[src/rtl/hazard_scoreboard_pkg.sv]
// Shared types for the dual-issue hazard scoreboard: register width,
// FSM encodings and the per-stage tag bundle.
package hazard_scoreboard_pkg;

    localparam int NUM_REGISTERS_LOG2 = 5;

    typedef enum logic {
        SB_NORMAL = 1'b0,
        SB_SPLIT  = 1'b1
    } sb_state_e;

    typedef struct packed {
        logic [NUM_REGISTERS_LOG2-1:0] rd0;
        logic [NUM_REGISTERS_LOG2-1:0] rd1;
        logic                          reg_write0;
        logic                          reg_write1;
        logic                          mem_read0;
        logic                          mem_read1;
        logic                          first;
    } sb_tag_t;

    localparam int SB_TAG_W = $bits(sb_tag_t);

    // r0 is hardwired, so it can never be the source of a hazard
    function automatic logic reg_hit(
        input logic [NUM_REGISTERS_LOG2-1:0] rd,
        input logic [NUM_REGISTERS_LOG2-1:0] rs,
        input logic [NUM_REGISTERS_LOG2-1:0] rt
    );
        return (rd != '0) && ((rd == rs) || (rd == rt));
    endfunction

endpackage

[src/rtl/hazard_scoreboard_stage_reg.sv]
// One pipeline stage worth of hazard tags; bubble kills the write
// and load flags while still letting the register numbers through.
module sb_stage_reg
    import hazard_scoreboard_pkg::*;
(
    input  logic                clk,
    input  logic                rst_n,
    input  logic                bubble,
    input  logic [SB_TAG_W-1:0] in_tag,
    output logic [SB_TAG_W-1:0] out_tag
);

    sb_tag_t tag_d;
    sb_tag_t tag_q;

    always_comb begin
        tag_d = sb_tag_t'(in_tag);
        if (bubble) begin
            tag_d.reg_write0 = 1'b0;
            tag_d.reg_write1 = 1'b0;
            tag_d.mem_read0  = 1'b0;
            tag_d.mem_read1  = 1'b0;
        end
    end

    always_ff @(posedge clk or negedge rst_n) begin
        if (!rst_n) begin
            tag_q <= '0;
        end else begin
            tag_q <= tag_d;
        end
    end

    assign out_tag = tag_q;

endmodule

[src/rtl/hazard_scoreboard.sv]
// Dual-issue decode hazard scoreboard: load-use and intra-bundle RAW
// detection, bundle splitting FSM and id_ex/ex_mem/mem_wb tag pipe.
module hazard_scoreboard
    import hazard_scoreboard_pkg::*;
#(
    parameter logic ZERO_REG_WRITES = 1'b0
) (
    input  logic                          clk,
    input  logic                          rst_n,
    input  logic                          id_valid0,
    input  logic                          id_valid1,
    input  logic [NUM_REGISTERS_LOG2-1:0] id_rs0,
    input  logic [NUM_REGISTERS_LOG2-1:0] id_rt0,
    input  logic [NUM_REGISTERS_LOG2-1:0] id_rs1,
    input  logic [NUM_REGISTERS_LOG2-1:0] id_rt1,
    input  logic [NUM_REGISTERS_LOG2-1:0] id_rd0,
    input  logic [NUM_REGISTERS_LOG2-1:0] id_rd1,
    input  logic                          id_reg_write0,
    input  logic                          id_reg_write1,
    input  logic                          id_mem_read0,
    input  logic                          id_mem_read1,
    input  logic                          id_first,
    input  logic                          flush,
    output logic                          stall,
    output logic                          issue0,
    output logic                          issue1,
    output logic [NUM_REGISTERS_LOG2-1:0] id_ex_rd0,
    output logic [NUM_REGISTERS_LOG2-1:0] id_ex_rd1,
    output logic                          id_ex_reg_write0,
    output logic                          id_ex_reg_write1,
    output logic                          id_ex_first,
    output logic [NUM_REGISTERS_LOG2-1:0] ex_mem_rd0,
    output logic [NUM_REGISTERS_LOG2-1:0] ex_mem_rd1,
    output logic                          ex_mem_reg_write0,
    output logic                          ex_mem_reg_write1,
    output logic                          ex_mem_first,
    output logic [NUM_REGISTERS_LOG2-1:0] mem_wb_rd0,
    output logic [NUM_REGISTERS_LOG2-1:0] mem_wb_rd1,
    output logic                          mem_wb_reg_write0,
    output logic                          mem_wb_reg_write1,
    output logic                          mem_wb_first
);

    sb_state_e state_d, state_q;
    sb_tag_t   id_ex_d, id_ex_tag, ex_mem_tag, mem_wb_tag;

    logic [NUM_REGISTERS_LOG2-1:0] old_rd, yng_rs, yng_rt;
    logic old_wr, ld0, ld1, hit0, hit1, pend0, pend1;
    logic load_use, intra;

    // id_first=1 means slot0 is the older instruction of the bundle
    always_comb begin
        old_rd = id_first ? id_rd0 : id_rd1;
        old_wr = id_first ? id_reg_write0 : id_reg_write1;
        yng_rs = id_first ? id_rs1 : id_rs0;
        yng_rt = id_first ? id_rt1 : id_rt0;
        ld0    = id_ex_tag.mem_read0 & id_ex_tag.reg_write0;
        ld1    = id_ex_tag.mem_read1 & id_ex_tag.reg_write1;
        hit0   = (ld0 & reg_hit(id_ex_tag.rd0, id_rs0, id_rt0))
               | (ld1 & reg_hit(id_ex_tag.rd1, id_rs0, id_rt0));
        hit1   = (ld0 & reg_hit(id_ex_tag.rd0, id_rs1, id_rt1))
               | (ld1 & reg_hit(id_ex_tag.rd1, id_rs1, id_rt1));
        pend0  = id_valid0 & ((state_q == SB_NORMAL) | ~id_first);
        pend1  = id_valid1 & ((state_q == SB_NORMAL) | id_first);
        load_use = (pend0 & hit0) | (pend1 & hit1);
        intra  = id_valid0 & id_valid1 & old_wr
               & reg_hit(old_rd, yng_rs, yng_rt);
    end

    always_comb begin
        state_d = state_q;
        stall   = 1'b0;
        issue0  = 1'b0;
        issue1  = 1'b0;
        if (!rst_n) begin
            state_d = SB_NORMAL;
        end else if (flush) begin
            state_d = SB_NORMAL;
        end else if (load_use) begin
            stall = 1'b1;
        end else if (state_q == SB_SPLIT) begin
            issue0  = pend0;
            issue1  = pend1;
            state_d = SB_NORMAL;
        end else if (intra) begin
            issue0  = id_first;
            issue1  = ~id_first;
            stall   = 1'b1;
            state_d = SB_SPLIT;
        end else begin
            issue0 = id_valid0;
            issue1 = id_valid1;
        end
    end

    always_comb begin
        id_ex_d            = '0;
        id_ex_d.rd0        = id_rd0;
        id_ex_d.rd1        = id_rd1;
        id_ex_d.first      = id_first;
        id_ex_d.reg_write0 = issue0 & id_reg_write0
                           & (ZERO_REG_WRITES | (id_rd0 != '0));
        id_ex_d.reg_write1 = issue1 & id_reg_write1
                           & (ZERO_REG_WRITES | (id_rd1 != '0));
        id_ex_d.mem_read0  = issue0 & id_mem_read0;
        id_ex_d.mem_read1  = issue1 & id_mem_read1;
    end

    always_ff @(posedge clk or negedge rst_n) begin
        if (!rst_n) begin
            state_q <= SB_NORMAL;
        end else begin
            state_q <= state_d;
        end
    end

    sb_stage_reg u_id_ex (
        .clk     (clk),
        .rst_n   (rst_n),
        .bubble  (flush),
        .in_tag  (id_ex_d),
        .out_tag (id_ex_tag)
    );

    sb_stage_reg u_ex_mem (
        .clk     (clk),
        .rst_n   (rst_n),
        .bubble  (1'b0),
        .in_tag  (id_ex_tag),
        .out_tag (ex_mem_tag)
    );

    sb_stage_reg u_mem_wb (
        .clk     (clk),
        .rst_n   (rst_n),
        .bubble  (1'b0),
        .in_tag  (ex_mem_tag),
        .out_tag (mem_wb_tag)
    );

    assign id_ex_rd0         = id_ex_tag.rd0;
    assign id_ex_rd1         = id_ex_tag.rd1;
    assign id_ex_reg_write0  = id_ex_tag.reg_write0;
    assign id_ex_reg_write1  = id_ex_tag.reg_write1;
    assign id_ex_first       = id_ex_tag.first;
    assign ex_mem_rd0        = ex_mem_tag.rd0;
    assign ex_mem_rd1        = ex_mem_tag.rd1;
    assign ex_mem_reg_write0 = ex_mem_tag.reg_write0;
    assign ex_mem_reg_write1 = ex_mem_tag.reg_write1;
    assign ex_mem_first      = ex_mem_tag.first;
    assign mem_wb_rd0        = mem_wb_tag.rd0;
    assign mem_wb_rd1        = mem_wb_tag.rd1;
    assign mem_wb_reg_write0 = mem_wb_tag.reg_write0;
    assign mem_wb_reg_write1 = mem_wb_tag.reg_write1;
    assign mem_wb_first      = mem_wb_tag.first;

    // load flags are dead once the instruction leaves memory
    logic unused_mem_wb;
    assign unused_mem_wb = ^{mem_wb_tag.mem_read0, mem_wb_tag.mem_read1};

endmodule

[config.mk]
export PLATFORM = sky130hd
export DESIGN_NAME = hazard_scoreboard
export DESIGN_NICKNAME = d
export VERILOG_FILES = /design/src/rtl/hazard_scoreboard_pkg.sv /design/src/rtl/hazard_scoreboard_stage_reg.sv /design/src/rtl/hazard_scoreboard.sv
export SDC_FILE = /design/constraint.sdc
export NUM_CORES = 1
export LEC_CHECK = 0
export ABC_AREA = 1
export CAP_MARGIN = 40
export CORE_MARGIN = 4
export CORE_UTILIZATION = 42
export CTS_CLUSTER_DIAMETER = 200
export DETAILED_ROUTE_END_ITERATION = 6
export PLACE_DENSITY = 0.76
export SLEW_MARGIN = 20
export SYNTH_ARGS = -nofsm -noshare
export SYNTH_HDL_FRONTEND = slang
export SYNTH_SLANG_ARGS = --single-unit
[constraint.sdc]
create_clock -name clk -period 1.8 [get_ports clk]
set_input_delay 0.36 -clock clk [delete_from_list [all_inputs] [get_ports clk]]
set_output_delay 0.36 -clock clk [all_outputs]
set_load 0.01 [all_outputs]
==> results of run 1 <==
-- kinds of logic (layout without fill, tap and decap cells) --
logic type | Yosys count | after routing | share of synthesized area, %
AOI/OAI and AO/OA | 24 | 24 | 5.450
xor gates and xnor gates | 14 | 14 | 4.900
buffers and inverters | 72 | 215 | 13.75
DFF | 42 | 42 | 42.00
and+or+nand+nor | 214 | 214 | 33.90
-- final timing paths --
| check | end | slack, ns | cells past startpoint |
|---|---|---|---|
| worst max-delay path | issue0 | -0.50 | 14 |
| worst min-delay path | u_mem_wb.out_tag[13] | 0.18 | 2 |
| worst max register to register | state_q | -0.24 | 17 |
| worst min register to register | u_mem_wb.out_tag[3] | 0.38 | 0 |
| max in group asynchronous | u_id_ex.out_tag[5] | 1.23 | 2 |
| min in group clk | u_id_ex.out_tag[10] | 0.34 | 2 |
-- stage by stage --
step	power (mW)	worst slack, ns	instance area, µm²
after global placement	1.623	-1.114	3704
final	2.287	-0.5048	4043
after floorplan	1.294	0.004072	2505
after CTS	2.280	-0.4603	3941
after global routing	2.419	-0.6645	4043
after detailed placement	1.634	-1.132	3704
-- registers in the layout, summed over array words and instances (netlist names) --
signal,count
u_id_ex.out_tag,15
u_ex_mem.out_tag,13
u_mem_wb.out_tag,13
state_q,1
-- where the power goes --
part / total [mW] / switching [mW] / leakage [nW] / internal [mW]
clock network: 0.620 / 0.311 / 0.0482 / 0.309
registers: 1.02 / 0.0328 / 0.501 / 0.986
logic: 0.649 / 0.330 / 1.70 / 0.318
-- timing repair --
action	in CTS	in global routing
endpoints found under the setup margin	14	14
hold buffers	0	0
gates cloned	1	0
gates resized for setup	81	42
pin swaps	17	25
buffers inserted	18	3
-- synth_stat cells --
library cell / instances
a21oi_1: 4
buf_4: 12
buf_6: 2
buf_8: 1
clkbuf_2: 2
dfrtp_1: 42
inv_1: 55
nand2_1: 151
nand2_2: 1
nand3_1: 17
nand3_2: 1
nand4_1: 3
nor2_1: 37
nor3_1: 2
o211ai_1: 2
o21ai_0: 7
o21ai_1: 8
o21ai_2: 1
o311ai_0: 2
or2_1: 1
or2_2: 1
xnor2_1: 8
xor2_1: 6
-- layout by cell type, fill, tap and decap left out, types with 2 or more instances in the layout --
cell and count:
dfrtp_2 8, dlymetal6s2s_1 6, buf_6 8, xor2_1 6, nand2_1 139, xnor2_1 7
o211ai_1 2, a21oi_1 3, nand4_1 3, buf_2 4, nor2_1 24, o21ai_1 5
nand2_2 13, nor2_2 11, nor3_1 2, nand3_2 2, dlygate4sd2_1 28, buf_4 62
clkbuf_8 6, nor2_4 2, o311ai_0 2, o21ai_0 3, nand3_1 16, o21ai_2 7
dfrtp_1 34, clkdlybuf4s50_1 41, inv_1 41, inv_2 14
-- worst max-delay path, delay by kind of cell, from the launching register on --
kind / cells / cell delay, ns
simple gates: 11 / 0.87
flops: 1 / 0.46
buf+inv: 3 / 0.31
-- metal layers --
layer	global-route usage, %	vias to the layer above
met5	0	-
met4	8.058	0
met3	4.563	15
met2	39.05	119
met1	29.45	1280
li1	-	1375
-- layout make-up --
type                    count  area (µm²)  area share (%)
repair buffers            152        1364           33.74
clock buffers               7       86.33           2.136
flip-flops and latches     42        1061           26.25
inverters                  55       206.4           5.107
clock inverters             1       5.005          0.1238
multi-input cells         252        1230           30.42
well taps                  72       90.09           2.228
==> results_dict.tcl, run 1 <==
set metrics [dict create \
    outcome "finished, violations left" \
    violations "negative setup slack" \
    met2WireLength_um 4247 \
    utilization_pct 71.66 \
    required_ns 1.44 \
    cts_tree "done" \
    drt_iter0_markers 191 \
    synth_area_um2 2502 \
    synth-seq-cells 42 \
    tns_ns -1.779 \
    cts-buffers-inserted 5 \
    fmax_mhz 433.9 \
    vias 2789 \
    cts.sinks 42 \
    whs_ns 0.1755 \
    via_per_inst 4.800 \
    slew_headroom_pct 55.22 \
    wl_met3_um 604 \
    boundaryPins 82 \
    r2r_start "u_id_ex.out_tag[7]" \
    rsz0062_at_grt "true" \
    grt_usage_pct 23.15 \
    area_growth_pct 61.55 \
    num_antenna_cells 0 \
    nets 548 \
    h-tree-depth 2 \
    cp-startpoint "u_id_ex.out_tag[7]" \
    clock_path_buffers 2 \
    power.density_nw_per_um2 565.8 \
    postSynthAreaPerCell_um2 6.837 \
    finalWeightedCongestion 0.8979 \
    stdcell_count 581 \
    ys_warn_count 0 \
    syn-num-nets 406 \
    clk_pin_slew_ns 0.08 \
    slew_violations 0 \
    fp.dieH_um 85.19 \
    numPortBuffers 81 \
    postLayoutSetupSlackWorst_ns -0.5048 \
    end_kind "output pin" \
    setup_violations 6 \
    grt_pass1_wl_um 13280 \
    finClkSkew_ns 0.006570 \
    top_layer "met4" \
    rows 27 \
    fillers 472 \
    cp-start-kind "register" \
    wl_per_cell_um 14.62 \
    dr.pass1.iters 5 \
    hold_viol_final 0 \
    drive_gt1_share_pct 28.29 \
    cp_max_fo 4 \
    yosysTopAreaCellShare_pct 42.00 \
    min_period_over_period_pct 128.0 \
    initial_core_util_pct 44.36 \
    grt_max_degree 43 \
    total_leakage_power_nw 2.254 \
    cpPeakStageDelay_ns 0.46 \
    dpl.hpwl_um 6287 \
    critPathSlowestCell "dfrtp_2" \
    netlist_top_cells_area "dfrtp_1, nand2_1, inv_1" \
    crit_arrival_ns 1.94 \
    drcViolationCount 0 \
    die_w_um 85.19 \
    core_um2 5642 \
    clk_latency_ns 0.30 \
    antenna_found_initial 0 \
    synth.largest_area_cell "dfrtp_1" \
    syn_inst 366 \
    die_area_um2 7257 \
    route.antenna.remaining_nets 0 \
    totalWireLength_um 8494 \
    root_buffer "clkbuf_8" \
    path_cells "buf_6, nand2_2, nand2_2, nor2_2, nand3_2, nand2_1, nand2_1, nand2_2, nand2_2, nand2_2, nor2_1, nand3_1, inv_1, buf_2" \
    grt_pass1_vias 2770 \
    path_common_cell "nand2_2" \
    dp.cells 559 \
    peakVddDrop_uv 337.7 \
    grt-ovfl-total 0 \
    cap_violations 0 \
    drt-met1-wl_um 3436 \
    ys_seq_area_share_pct 42.00 \
    critPathKind "register to output pin" \
    yosysUniqueCellTypes 23 \
    fin_crit_ns 2.305 \
    hold_class "input port to async pin" \
    tightest_slew_ns 0.6633 \
]
Note: power is estimated with default switching activity, not from simulation.
==> run 2: changes to the inputs <==
--- a/config.mk
+++ b/config.mk
@@ -12,6 +12,7 @@
 export CTS_CLUSTER_DIAMETER = 200
 export DETAILED_ROUTE_END_ITERATION = 6
 export PLACE_DENSITY = 0.76
+export SETUP_SLACK_MARGIN = 0.05
 export SLEW_MARGIN = 20
 export SYNTH_ARGS = -nofsm -noshare
 export SYNTH_HDL_FRONTEND = slang
==> run 2 against run 1 <==
The run still ends with negative setup slack left. Sequential power barely moved. Via count decreased by 1.6%. Maximum frequency grew 2.5%. Setup slack improved by 0.055 ns. Register-to-register slack gained 0.32 ns. Clock skew increased by 0.0027 ns. Largest cell class unchanged. Largest power group unchanged.
==> results_dict.tcl, run 2 (synthesized netlist as in run 1, its figures left out) <==
set metrics [dict create \
    timing.rr.end "u_id_ex.out_tag[4]" \
    power.density_nw_per_um2 566.3 \
    grt_max_degree 43 \
    reg2reg_slack_ns 0.08 \
    grt-ovfl-total 0 \
    dpl.hpwl_um 6490 \
    hold_class "input port to async pin" \
    dp.cells 561 \
    rows 27 \
    cp_max_fo 4 \
    num_antenna_cells 0 \
    final_cell_area_um2 3938 \
    die_area_um2 7257 \
    initial_core_util_pct 44.36 \
    holdBufCountCts 0 \
    total_leakage_power_nw 2.227 \
    fin_crit_ns 2.250 \
    wl_per_cell_um 14.47 \
    peakVddDrop_uv 350.1 \
    largest_reg_flops 15 \
    area_growth_pct 57.35 \
    critPathKind "register to output pin" \
    setup_violations 3 \
    cts_tree "done" \
    grt_usage_pct 23.26 \
    slew_headroom_pct 63.81 \
    cts.sinks 42 \
    top_layer "met4" \
    h-tree-depth 2 \
    placedInstanceArea_um2 3720 \
    wl_met3_um 626 \
    fmax_mhz 444.5 \
    utilization_pct 69.79 \
    rsz0062_at_grt "true" \
    final_cell_mix "nand2_1, buf_4, inv_1, clkdlybuf4s50_1, dlygate4sd2_1" \
    whs_ns 0.1551 \
    route.antenna.remaining_nets 0 \
    clk_pin_slew_ns 0.08 \
    boundaryPins 82 \
    drive_gt1_share_pct 26.95 \
    postLayoutSetupSlackWorst_ns -0.4495 \
    place_ws_ns -1.162 \
    vias 2743 \
    met2WireLength_um 4067 \
    power_mw 2.230 \
    required_ns 1.44 \
    die_w_um 85.19 \
    numPortBuffers 81 \
    drt-met1-wl_um 3476 \
    worstRegToRegCells 14 \
    cap_violations 0 \
    hold_viol_final 0 \
    fp.dieH_um 85.19 \
    stdcell_count 573 \
    cp-start-kind "register" \
    r2r_start "u_id_ex.out_tag[7]" \
    grt_pass1_vias 2639 \
    crit_arrival_ns 1.89 \
    nets 541 \
    clk_latency_ns 0.29 \
    tns_ns -1.310 \
    violations "negative setup slack" \
    core_um2 5642 \
    min_period_over_period_pct 125.0 \
    drcViolationCount 0 \
    cts-buffers-inserted 5 \
    end_kind "output pin" \
    slew_violations 0 \
    via_per_inst 4.787 \
    fillers 482 \
    drt_iter0_markers 183 \
    finalWeightedCongestion 0.9304 \
    finClkSkew_ns 0.009295 \
    root_buffer "clkbuf_8" \
    mostFrequentLayoutCell "nand2_1" \
    totalWireLength_um 8292 \
    outcome "finished, violations left" \
    dr.pass1.iters 5 \
    clock_path_buffers 2 \
    grt_pass1_wl_um 13230 \
    antenna_found_initial 0 \
    tightest_slew_ns 0.5428 \
]
run 2: worst max path at each step:
stage | startpoint | endpoint
3_5_place_dp | id_first | stall
6_report | u_id_ex.out_tag[7] | stall
5_1_grt | u_id_ex.out_tag[7] | stall
3_3_place_gp | id_first | stall
4_1_cts | u_id_ex.out_tag[10] | issue1
2_1_floorplan | id_first | issue1
run 2: cell type report:
type	count	area, µm²	area share [%]
clock buffer	5	68.82	1.748
clock inverter	2	10.01	0.2542
inverter	55	206.4	5.243
multi-input combinational	252	1205	30.60
sequential	42	1062	26.98
tap	72	90.09	2.288
timing repair buffer	145	1295	32.89
run 2: power breakdown:
group | switching (mW) | internal (mW)
clock network | 0.319 | 0.261
logic | 0.326 | 0.305
registers | 0.0329 | 0.986
total | 0.678 | 1.55
run 2: timing repair:
action | CTS | global route
buffers inserted | 4 | 1
resized for setup | 85 | 37
endpoints found under the setup margin | 17 | 10
gates cloned | 1 | 0
pin swaps | 12 | 19
run 2: worst max-delay path: stages, from the launching register on:
cell	delay (ns)
dfrtp_2	0.45
buf_6	0.13
nand2_1	0.07
nand2_1	0.07
nor2_2	0.15
nand3_1	0.08
nand2_1	0.08
nand2_1	0.05
nand2_1	0.07
nand2_2	0.06
nand2_2	0.07
inv_1	0.05
nand2_1	0.06
nand2_2	0.06
inv_2	0.05
buf_6	0.09
run 2: layer usage:
metal,global-route usage (%),vias to the layer above
met4,6.331,0
met3,3.398,11
met5,0,-
li1,-,1359
met2,39.69,131
met1,30.74,1242
